**src/rtl/audio_dac_serializer.sv**
```systemverilog
// audio_dac_serializer: stereo sample FIFO in the CLOCK_50 domain, drained one
// pair per LR frame onto AUD_DACDAT in left-justified format. The WM8731 is
// the bit-clock and LR-clock master, so AUD_BCLK / AUD_DACLRCK are
// synchronized and edge-detected here, and every action happens on CLOCK_50.
//
// Handshake: write/write_ready follow valid/ready rules. A pair transfers on
// any rising CLOCK_50 edge where write && write_ready. write_ready depends
// only on registered state and never on write. A write while write_ready=0
// is simply not taken, and the source may hold or drop it.
module audio_dac_serializer #(
  parameter int DATA_WIDTH  = 24,
  parameter int FIFO_DEPTH  = 4,
  parameter int SYNC_STAGES = 2
) (
  input  logic                          CLOCK_50,
  input  logic                          reset,
  input  logic                          write,
  input  logic [DATA_WIDTH-1:0]         writedata_left,
  input  logic [DATA_WIDTH-1:0]         writedata_right,
  output logic                          write_ready,
  input  logic                          clear_underflow,
  input  logic                          AUD_BCLK,
  input  logic                          AUD_DACLRCK,
  output logic                          AUD_DACDAT,
  output logic [$clog2(FIFO_DEPTH):0]   fifo_count,
  output logic                          underflow
);

  localparam int PTR_W  = $clog2(FIFO_DEPTH);
  localparam int CNT_W  = $clog2(FIFO_DEPTH) + 1;
  localparam int BIT_W  = $clog2(DATA_WIDTH + 1);
  localparam int PAIR_W = 2 * DATA_WIDTH;

  // Synchronizers, edge registers and the arming shift register
  logic [SYNC_STAGES-1:0] bclk_sync;
  logic [SYNC_STAGES-1:0] lrck_sync;
  logic                   bclk_prev;
  logic                   lrck_prev;
  logic [SYNC_STAGES:0]   arm_sh;
  logic                   armed;
  logic                   bclk_s;
  logic                   lrck_s;
  logic                   bclk_fall;
  logic                   lrck_rise;
  logic                   lrck_fall;

  // FIFO storage and pointers
  logic [PAIR_W-1:0]      mem [FIFO_DEPTH];
  logic [PTR_W-1:0]       wr_ptr;
  logic [PTR_W-1:0]       rd_ptr;
  logic [PAIR_W-1:0]      rd_data;
  logic                   push;
  logic                   pop;

  // Serializer state and its next values
  logic [DATA_WIDTH-1:0]  shift_reg;
  logic [DATA_WIDTH-1:0]  hold_reg;
  logic [BIT_W-1:0]       bit_cnt;
  logic [DATA_WIDTH-1:0]  shift_next;
  logic [DATA_WIDTH-1:0]  hold_next;
  logic [BIT_W-1:0]       bit_next;
  logic                   underflow_set;
  logic                   underflow_next;

  // Synchronize both codec clocks, keep one previous sample, and count the
  // cycles since reset release so edges are trusted only once the whole
  // chain holds real pin values.
  always_ff @(posedge CLOCK_50 or posedge reset) begin
    if (reset) begin
      bclk_sync <= '0;
      lrck_sync <= '0;
      bclk_prev <= 1'b0;
      lrck_prev <= 1'b0;
      arm_sh    <= '0;
    end else begin
      bclk_sync[0] <= AUD_BCLK;
      lrck_sync[0] <= AUD_DACLRCK;
      for (int i = 1; i < SYNC_STAGES; i++) begin
        bclk_sync[i] <= bclk_sync[i-1];
        lrck_sync[i] <= lrck_sync[i-1];
      end
      bclk_prev <= bclk_s;
      lrck_prev <= lrck_s;
      arm_sh[0] <= 1'b1;
      for (int i = 1; i <= SYNC_STAGES; i++) begin
        arm_sh[i] <= arm_sh[i-1];
      end
    end
  end

  assign bclk_s    = bclk_sync[SYNC_STAGES-1];
  assign lrck_s    = lrck_sync[SYNC_STAGES-1];
  assign armed     = arm_sh[SYNC_STAGES];
  assign bclk_fall = armed & ~bclk_s &  bclk_prev;
  assign lrck_rise = armed &  lrck_s & ~lrck_prev;
  assign lrck_fall = armed & ~lrck_s &  lrck_prev;

  assign write_ready = (fifo_count < CNT_W'(FIFO_DEPTH));
  assign push        = write & write_ready;
  assign rd_data     = mem[rd_ptr];

  // FIFO storage: the data is written on the push cycle. It is not reset,
  // because clearing the pointers and the count already discards it.
  always_ff @(posedge CLOCK_50) begin
    if (push) begin
      mem[wr_ptr] <= {writedata_left, writedata_right};
    end
  end

  // FIFO pointers and occupancy. The pointers wrap naturally because the
  // depth is a power of two.
  always_ff @(posedge CLOCK_50 or posedge reset) begin
    if (reset) begin
      wr_ptr     <= '0;
      rd_ptr     <= '0;
      fifo_count <= '0;
    end else begin
      if (push) wr_ptr <= wr_ptr + PTR_W'(1);
      if (pop)  rd_ptr <= rd_ptr + PTR_W'(1);
      case ({push, pop})
        2'b10:   fifo_count <= fifo_count + CNT_W'(1);
        2'b01:   fifo_count <= fifo_count - CNT_W'(1);
        default: fifo_count <= fifo_count;
      endcase
    end
  end

  // Frame sequencing. An LR rise loads left, or zeros on an empty FIFO. An
  // LR fall loads right. Otherwise a BCLK fall shifts. Any LR edge overrides
  // a coincident BCLK fall, so the new word's MSB is not skipped.
  always_comb begin
    shift_next    = shift_reg;
    hold_next     = hold_reg;
    bit_next      = bit_cnt;
    pop           = 1'b0;
    underflow_set = 1'b0;
    if (lrck_rise) begin
      bit_next = '0;
      if (fifo_count != '0) begin
        pop        = 1'b1;
        shift_next = rd_data[PAIR_W-1:DATA_WIDTH];
        hold_next  = rd_data[DATA_WIDTH-1:0];
      end else begin
        shift_next    = '0;
        hold_next     = '0;
        underflow_set = 1'b1;
      end
    end else if (lrck_fall) begin
      shift_next = hold_reg;
      bit_next   = '0;
    end else if (bclk_fall) begin
      if (bit_cnt < BIT_W'(DATA_WIDTH - 1)) begin
        shift_next = shift_reg << 1;
        bit_next   = bit_cnt + BIT_W'(1);
      end else begin
        shift_next = '0;
      end
    end
  end

  // Sticky underflow: a new empty-frame event beats a simultaneous clear
  always_comb begin
    underflow_next = underflow;
    if (underflow_set) begin
      underflow_next = 1'b1;
    end else if (clear_underflow) begin
      underflow_next = 1'b0;
    end
  end

  // Serializer and flag registers
  always_ff @(posedge CLOCK_50 or posedge reset) begin
    if (reset) begin
      shift_reg <= '0;
      hold_reg  <= '0;
      bit_cnt   <= '0;
      underflow <= 1'b0;
    end else begin
      shift_reg <= shift_next;
      hold_reg  <= hold_next;
      bit_cnt   <= bit_next;
      underflow <= underflow_next;
    end
  end

  // The shift register MSB is already a flop output, so the pin is glitch-free
  assign AUD_DACDAT = shift_reg[DATA_WIDTH-1];

endmodule
```
**config.mk**
```make
export PLATFORM = sky130hd
export DESIGN_NAME = audio_dac_serializer
export DESIGN_NICKNAME = d
export VERILOG_FILES = /design/src/rtl/audio_dac_serializer.sv
export SDC_FILE = /design/constraint.sdc
export NUM_CORES = 1
export LEC_CHECK = 0
export ABC_AREA = 1
export BUFFER_PORTS_ARGS = -buffer_cell sky130_fd_sc_hd__buf_2
export CORE_MARGIN = 1.5
export CORE_UTILIZATION = 61
export CTS_CLUSTER_DIAMETER = 60
export DETAILED_ROUTE_END_ITERATION = 16
export PLACE_DENSITY = 0.8
export SYNTH_ARGS = -nofsm -noshare
export SYNTH_HDL_FRONTEND = slang
export SYNTH_SLANG_ARGS = --single-unit
```
**constraint.sdc**
```tcl
create_clock -name CLOCK_50 -period 3.4 [get_ports CLOCK_50]
set_clock_uncertainty 0.05 [all_clocks]
set_input_delay 0.17 -clock CLOCK_50 [delete_from_list [all_inputs] [get_ports CLOCK_50]]
set_output_delay 0.17 -clock CLOCK_50 [all_outputs]
set_load 0.05 [all_outputs]
```
==> impl_metrics.py, run 1 <==
metrics = {
    "status": {
        "status": "finished clean",
    },
    "setup_path": {
        "cp-end-kind": "flip-flop",
        "critPathMaxFanout": 8,
        "critPathLaunchType": "flip-flop",
        "required_ns": 3.75,
        "worstSetupPathType": "flip-flop to flip-flop",
        "crit_chain": "inv_2 -> nand2_1 -> ha_1 -> inv_1 -> fa_1 -> a21oi_1 -> o21ai_0 -> xor2_1",
        "cpPeakStageDelay_ns": 0.41,
        "worstPathArrival_ns": 2.43,
        "critPathSlowestCell": "nand2_1",
    },
    "logic_synthesis": {
        "synth-seq-cells": 262,
        "synth_largest_area_cell": "edfxtp_1",
        "yosysTopAreaCellShare_pct": 51.6,
        "synth.avg_cell_area_sq_um": 9.89,
        "synthCells": 1130,
        "seq_area_frac_synth_pct": 67.3,
        "synth_area_leaders": "edfxtp_1 52%, dfrtp_1 16%, nand2_1 11%",
        "ys_types": 26,
        "yosysWarnings": 0,
        "syn-cell-area_sq_um": 11200,
        "synth_fp_nets": 1191,
    },
    "detailed_routing": {
        "vias_per_cell": 5.24,
        "ant_nets": 0,
        "wl_per_cell_um": 15.2,
        "drt-total-wl_um": 22600,
        "drc": 0,
        "vias": 7777,
        "firstDrtPassIters": 5,
        "drt_iter0_drc": 672,
    },
    "floorplanning": {
        "start_util_pct": 62.2,
        "core_area_sq_um": 18000,
        "num_rows": 49,
        "die_area_sq_um": 19100,
        "num_io_pins": 60,
        "die_x_um": 138,
        "fp.dieH_um": 138,
    },
    "final_layout": {
        "final_cells": 1483,
        "largest_reg_flops": 192,
        "drive_gt1_share_pct": 11.2,
        "synthToLayoutAreaGrowth_pct": 17.5,
        "most-common-layout-cells": "322 x nand2_1, 192 x edfxtp_1, 165 x inv_1",
        "final_nets": 1293,
        "antenna_cells": 0,
        "final_common_cell": "nand2_1",
    },
    "power": {
        "power_mw": 10.1,
        "power_density_nw_per_um2": 766,
        "total_leakage_power_nw": 5.91,
        "peakVddDrop_v": 0.000867,
    },
    "cts": {
        "clkSlewWorstSetupHoldPaths_ns": 0.05,
        "cts_root_buffer": "clkbuf_16",
        "htree_levels": 1,
        "clock_latency_ns": 0.55,
        "cts_sinks": 262,
        "cts_made_buffers": 28,
        "cts_buffer_depth": 3,
        "tritoncts": "built",
    },
    "place": {
        "placed_cells": 1379,
        "port_buffers": 59,
        "dp.final_hpwl_um": 11900,
        "place.gp.congestion": 0.783,
    },
    "timing": {
        "final-setup-viol-count": 0,
        "fmax_mhz": 482,
        "maxSlewViolCount": 0,
        "hold_viol_final": 0,
        "relSlewSlack_pct": 31.0,
        "rsz0062_at_grt": "no",
        "fin_crit_ns": 2.08,
        "post-route-period-util_pct": 61.0,
        "worst_pin_slew_ns": 1.03,
    },
    "grt": {
        "grt_start_max_net_pins": 98,
        "grt_pass1_vias": 7819,
        "grt_pass1_wl_um": 37300,
        "grt_overflow_total": 0,
        "antenna_found_initial": 0,
        "grtUsageTotal_pct": 24.1,
    },
    "run": {
        "maxCapViolations": 0,
    },
    "worst_hold_path": {
        "hp-class": "primary input to flip-flop",
    },
}
critical path: cells and delay by family, from the launching register on:
family,cells,cell delay [ns]
fa+ha+maj,2,0.61
simple gates,1,0.41
flops,1,0.35
compound gates,2,0.25
xor+xnor,1,0.15
buf+inv,2,0.13
final cells by class:
class	count	area, sq um
clock inverters	16	221
inverters	184	691
flip-flops and latches	262	7520
multi-input cells	632	2750
well taps	229	287
repair buffers	124	938
clock buffers	36	731
fillers	1164	4830
cells by family (layout without fill, tap and decap cells):
family                   after synthesis  count (layout)  share of synthesized area, %
AND/OR/NAND/NOR                      535             535                          19.2
XOR/XNOR                               4               4                         0.314
buffers and inverters                236             360                          8.47
AO/OA/AOI/OAI                         85              85                          3.85
adder cells (fa/ha/maj)                7               7                         0.851
other                                  1               1                        0.0336
flip-flops                           262             262                          67.3
metal layers:
metal  up-vias  routed length, um  global-route usage, %
li1       3787                  -                      -
met1      3678               8930                   30.1
met2       244              11700                   42.9
met3        68               1150                   3.46
met4         0                789                   9.14
met5         -                  0                      0
report_power, final:
part / internal [mW] / switching (mW)
Combinational: 0.860 / 1.88
Sequential: 4.02 / 0.200
Clock: 1.90 / 1.21
path summary, 6_finish.rpt:
| check | slack [ns] | cells after the start | to | startpoint |
|---|---|---|---|---|
| hold / removal | 0.23 | 2 | bclk_sync[0] | AUD_BCLK |
| setup / recovery | 1.32 | 8 | fifo_count[2] | fifo_count[2] |
| max in group asynchronous | 2.00 | 4 | hold_reg[17] | reset |
| hold reg to reg | 0.30 | 0 | arm_sh[2] | arm_sh[1] |
| min in group asynchronous | 0.36 | 3 | bit_cnt[3] | reset |
| setup reg to reg | 1.32 | 8 | fifo_count[2] | fifo_count[2] |
timing repair:
action	in CTS	in global routing
hold buffers	52	0
resized for setup	0	0
endpoints found under the hold margin	239	0
buffers inserted	0	0
synth_stat cells:
cell,instances
or2_1,1
nand4_1,2
nand3_1,99
xnor2_1,1
xor2_1,3
o21ai_0,21
dfrtp_1,70
nand3_2,1
o21ai_1,58
nor2_1,109
conb_1,1
o22ai_1,2
fa_1,1
a21boi_1,1
clkinv_1,1
ha_1,6
buf_4,5
nand2_1,322
buf_1,2
or2_2,1
a21oi_1,3
inv_1,166
inv_2,17
clkbuf_1,11
buf_2,34
edfxtp_1,192
stage by stage:
| stage | utilization (%) | cell area, sq um | TNS, ns | hold slack, ns | setup slack, ns |
|---|---|---|---|---|---|
| floorplan | - | 11200 | -49.08 | 0.151 | -0.256 |
| global placement | 64.9 | 11700 | 0 | 0.232 | 1.39 |
| detailed placement | 64.9 | 11700 | 0 | 0.234 | 1.35 |
| CTS | 73.1 | 13100 | 0 | 0.230 | 1.33 |
| global route | 73.1 | 13100 | 0 | 0.232 | 1.13 |
| finish | 73.1 | 13100 | 0 | 0.231 | 1.32 |
(Power assumes the default switching activity.)
==> run 2: changes to the inputs <==
Clock period 3.4 ns to 2.1 ns, I/O delays scaled along.
==> impl_metrics.py, run 2 (synthesis gave the netlist of run 1 again) <==
metrics = {
    "timing": {
        "hold_slack_ns": 0.0886,
        "final-setup-viol-count": 0,
        "relSlewSlack_pct": 64.4,
        "fin_crit_ns": 1.97,
        "fmax_mhz": 506,
        "maxSlewViolCount": 0,
        "post-route-period-util_pct": 94.0,
        "fin_ws_ns": 0.125,
        "worst_pin_slew_ns": 0.535,
        "hold_viol_final": 0,
        "final.setup.tns_ns": 0,
        "rsz0062_at_grt": "no",
    },
    "floorplanning": {
        "die_x_um": 138,
        "die_area_sq_um": 19100,
        "fp.dieH_um": 138,
        "start_util_pct": 62.2,
        "num_io_pins": 60,
        "core_area_sq_um": 18000,
        "num_rows": 49,
    },
    "detailed_routing": {
        "drt_iter0_drc": 456,
        "drc": 0,
        "vias_per_cell": 5.22,
        "ant_nets": 0,
        "wl_per_cell_um": 15.2,
        "drt-total-wl_um": 22700,
        "firstDrtPassIters": 5,
        "vias": 7782,
    },
    "place": {
        "port_buffers": 59,
        "dpl_worst_slack_ns": 0.144,
        "dp.final_hpwl_um": 12900,
        "place.gp.congestion": 0.869,
        "placed_cells": 1390,
    },
    "power": {
        "total_leakage_power_nw": 5.97,
        "p_int_mw": 10.9,
        "peakVddDrop_v": 0.000944,
        "power_mw": 16.2,
        "share_comb_of_total_power_pct": 28.4,
        "p_clk_share_pct": 29.3,
        "sw_frac_of_total_pct": 32.7,
        "power_density_nw_per_um2": 1220,
        "seqPwrFrac_pct": 42.3,
        "power_switching_mw": 5.28,
    },
    "final_layout": {
        "final_common_cell": "nand2_1",
        "final_cells": 1491,
        "antenna_cells": 0,
        "synthToLayoutAreaGrowth_pct": 18.7,
        "final_nets": 1303,
        "largest_reg_flops": 192,
        "drive_gt1_share_pct": 12.1,
        "most-common-layout-cells": "321 x nand2_1, 192 x edfxtp_1, 165 x inv_1",
    },
    "worst_hold_path": {
        "hp-class": "primary input to asynchronous set/reset pin",
    },
    "setup_path": {
        "critPathLaunchType": "flip-flop",
        "worstPathArrival_ns": 2.32,
        "worstRegToRegCells": 10,
        "required_ns": 2.45,
        "worstSetupPathType": "flip-flop to flip-flop",
        "r2r_setup_slack_ns": 0.13,
        "cp-end-kind": "flip-flop",
        "r2r_start": "arm_sh[2]",
        "critPathMaxFanout": 5,
        "r2r_end": "fifo_count[2]",
    },
    "grt": {
        "grt_pass1_vias": 7757,
        "grtUsageTotal_pct": 24.1,
        "grt_start_max_net_pins": 98,
        "grt_pass1_wl_um": 37200,
        "grt_overflow_total": 0,
        "antenna_found_initial": 0,
    },
    "cts": {
        "htree_levels": 1,
        "clock_latency_ns": 0.53,
        "cts_buffer_depth": 3,
        "clkSlewWorstSetupHoldPaths_ns": 0.06,
        "cts_root_buffer": "clkbuf_16",
        "cts_made_buffers": 26,
        "tritoncts": "built",
        "cts_sinks": 262,
    },
    "status": {
        "status": "finished clean",
    },
    "run": {
        "maxCapViolations": 0,
    },
}
run 2: layout make-up:
cell class	count	area, sq um
timing repair buffer	136	1120
inverter	184	696
sequential	262	7520
clock inverter	15	179
fill	1198	4700
tap	229	287
multi-input combinational	632	2760
clock buffer	33	707
run 2: stage by stage:
stage          util [%]  area (sq um)
6_report           73.9         13300
3_5_place_dp       66.0         11900
4_1_cts            73.9         13300
3_3_place_gp       66.0         11900
5_1_grt            73.9         13300
2_1_floorplan         -         11200
run 2: metal layers:
metal	vias to the layer above	routed length [um]	global-route usage, %	part of all wire [%]
li1	3811	-	-	-
met1	3698	9120	30.9	40
met2	226	11700	41.9	52
met3	47	1250	3.74	5.5
met4	0	604	8.59	2.7
met5	-	0	0	0
run 2: critical path, cell delays in order, from the launching register on:
cell     delay [ns]
dfrtp_1        0.42
nand2_1        0.07
nor2_1         0.18
nand2_1        0.11
inv_2          0.07
ha_1           0.13
inv_1          0.06
fa_1           0.38
a21oi_1        0.14
o21ai_1        0.09
xor2_1         0.15
run 2: timing repair:
action | 4_1_cts | 5_1_grt
buffers inserted | 0 | 0
hold buffers | 53 | 0
hold endpoints to repair | 261 | 0
setup endpoints to repair | 0 | 1
gates resized for setup | 0 | 1
run 2: power by group through the flow:
stage / combinational, mW / clock [mW] / sequential (mW)
floorplan: 3.16 / 0 / 6.97
global placement: 4.36 / 0 / 6.89
detailed placement: 4.52 / 0 / 6.93
CTS: 4.62 / 4.77 / 6.83
global route: 5.17 / 5.01 / 6.91
finish: 4.59 / 4.73 / 6.84
run 2: worst max path at each step:
stage                       start             to  slack, ns
CTS                  lrck_sync[1]  fifo_count[2]       0.13
global route            arm_sh[2]  fifo_count[2]      0.002
finish                  arm_sh[2]  fifo_count[2]       0.13
detailed placement   lrck_sync[1]  fifo_count[2]       0.14
global placement     lrck_sync[1]  fifo_count[2]       0.19
floorplan           fifo_count[2]  fifo_count[2]      0.001
==> run 3: changes to the inputs <==
Settings changed: CORE_UTILIZATION 61 to 63, CTS_BUF_LIST from default to sky130_fd_sc_hd__clkbuf_4, PLACE_DENSITY 0.8 to 0.82.
==> impl_metrics.py, run 3 (synthesis gave the netlist of run 1 again) <==
metrics = {
    "setup_path": {
        "r2r_start": "lrck_sync[1]",
        "crit_chain": "nand2_1 -> nor2_1 -> nand2_1 -> inv_2 -> ha_1 -> inv_1 -> fa_1 -> a21oi_1 -> o21ai_1 -> xor2_1",
        "worstRegToRegCells": 10,
        "critPathSlowestCell": "dfrtp_1",
        "worstSetupPathType": "flip-flop to flip-flop",
        "crit_family": "adder cells",
        "critPathMaxFanout": 5,
        "cpPeakStageDelay_ns": 0.41,
        "cpMostUsedCell": "nand2_1",
        "r2r_setup_slack_ns": 0.16,
        "required_ns": 2.57,
        "critPathLaunchType": "flip-flop",
        "critPathBufInv": 2,
        "crit_path_start": "lrck_sync[1]",
        "cp-end-kind": "flip-flop",
        "r2r_end": "fifo_count[2]",
        "worstPathArrival_ns": 2.41,
    },
    "timing": {
        "worst_pin_slew_ns": 0.549,
        "fmax_mhz": 516,
        "hold_viol_final": 0,
        "rsz0062_at_grt": "no",
        "relSlewSlack_pct": 63.4,
        "final.setup.tns_ns": 0,
        "hold_slack_ns": 0.0575,
        "maxSlewViolCount": 0,
        "fin_crit_ns": 1.94,
        "final-setup-viol-count": 0,
        "post-route-period-util_pct": 92.3,
    },
    "floorplanning": {
        "die_x_um": 136,
        "num_rows": 48,
        "die_area_sq_um": 18500,
        "start_util_pct": 64.6,
        "core_area_sq_um": 17300,
        "num_io_pins": 60,
        "fp.dieH_um": 136,
    },
    "detailed_routing": {
        "vias": 8081,
        "drt-total-wl_um": 23300,
        "ant_nets": 0,
        "vias_per_cell": 5.19,
        "firstDrtPassIters": 7,
        "drc": 0,
        "drt_iter0_drc": 619,
        "wl_per_cell_um": 15.0,
    },
    "cts": {
        "cts_buffer_depth": 3,
        "htree_levels": 3,
        "clock_latency_ns": 0.66,
        "clkSlewWorstSetupHoldPaths_ns": 0.06,
        "tritoncts": "built",
        "cts_sinks": 262,
        "cts_root_buffer": "clkbuf_4",
        "postCtsSetupRepairBufs": 0,
        "cts_made_buffers": 67,
    },
    "final_layout": {
        "synthToLayoutAreaGrowth_pct": 18.3,
        "antenna_cells": 0,
        "final_nets": 1339,
        "final_common_cell": "nand2_1",
        "finish.utilization_pct": 76.5,
        "drive_gt1_share_pct": 15.8,
        "largest_reg_flops": 192,
        "most-common-layout-cells": "321 x nand2_1, 192 x edfxtp_1, 165 x inv_1",
    },
    "place": {
        "dp.final_hpwl_um": 11900,
        "port_buffers": 59,
        "place.gp.congestion": 0.789,
    },
    "grt": {
        "antenna_found_initial": 0,
        "grtUsageTotal_pct": 26.5,
        "grt_overflow_total": 0,
        "grt_start_max_net_pins": 98,
        "grt_pass1_wl_um": 37300,
        "grt_pass1_vias": 8007,
    },
    "status": {
        "status": "finished clean",
    },
    "power": {
        "peakVddDrop_v": 0.00101,
        "power_density_nw_per_um2": 1200,
        "total_leakage_power_nw": 6.02,
    },
    "worst_hold_path": {
        "min_from": "AUD_DACLRCK",
        "hold_path_end": "lrck_sync[0]",
        "hold_depth": 2,
        "hp-class": "primary input to flip-flop",
    },
    "run": {
        "maxCapViolations": 0,
    },
}
-- run 3: cell count changes in the layout (fill, tap and decap cells not counted), sizes merged --
cell	previous run	this run
clkinv	12	24
clkbuf	33	95
buf	83	77
inv	183	184
bufinv	4	2
dlygate4sd3	53	54
clkinvlp	0	2
-- run 3: repair_timing --
action / in CTS / in global routing
hold buffers: 54 / 0
endpoints found under the hold margin: 271 / 0
gates resized for setup: 0 / 0
-- run 3: cell type report --
cell class / instances / area (sq um)
clock buffers: 95 / 713
clock inverters: 28 / 171
flip-flops and latches: 262 / 7520
fillers: 1108 / 4070
repair buffers: 131 / 1080
multi-input cells: 632 / 2760
inverters: 184 / 696
well taps: 225 / 282
-- run 3: stage by stage --
step | cell area, sq um | std cells | total power, mW | setup WS (ns)
6_report | 13200 | 1557 | 15.8 | 0.163
5_1_grt | 13200 | 1557 | 16.8 | 0.0211
4_1_cts | 13200 | 1557 | 15.9 | 0.175
3_5_place_dp | 11800 | 1380 | 11.3 | 0.208
3_3_place_gp | 11800 | 1380 | 11.2 | 0.246
2_1_floorplan | 11200 | 1130 | 10.1 | 0.00135
-- run 3: how the worst max path moves through the flow --
stage                    end  depth (start not counted)
6_report       fifo_count[2]                         10
3_5_place_dp   fifo_count[2]                         10
2_1_floorplan  fifo_count[2]                         11
4_1_cts        fifo_count[2]                         10
3_3_place_gp   fifo_count[2]                         10
5_1_grt        fifo_count[2]                         10
-- run 3: layer usage --
metal | global-route usage (%) | vias up | wire length (um)
li1 | - | 3937 | -
met5 | 0 | - | 0
met2 | 46.7 | 262 | 12100
met3 | 6.04 | 68 | 1110
met4 | 12.5 | 0 | 794
met1 | 30.6 | 3814 | 9280
-- run 3: power breakdown --
| part | internal [mW] | switching [mW] |
|---|---|---|
| logic | 1.46 | 3.11 |
| clock network | 2.36 | 2.05 |
| registers | 6.50 | 0.323 |
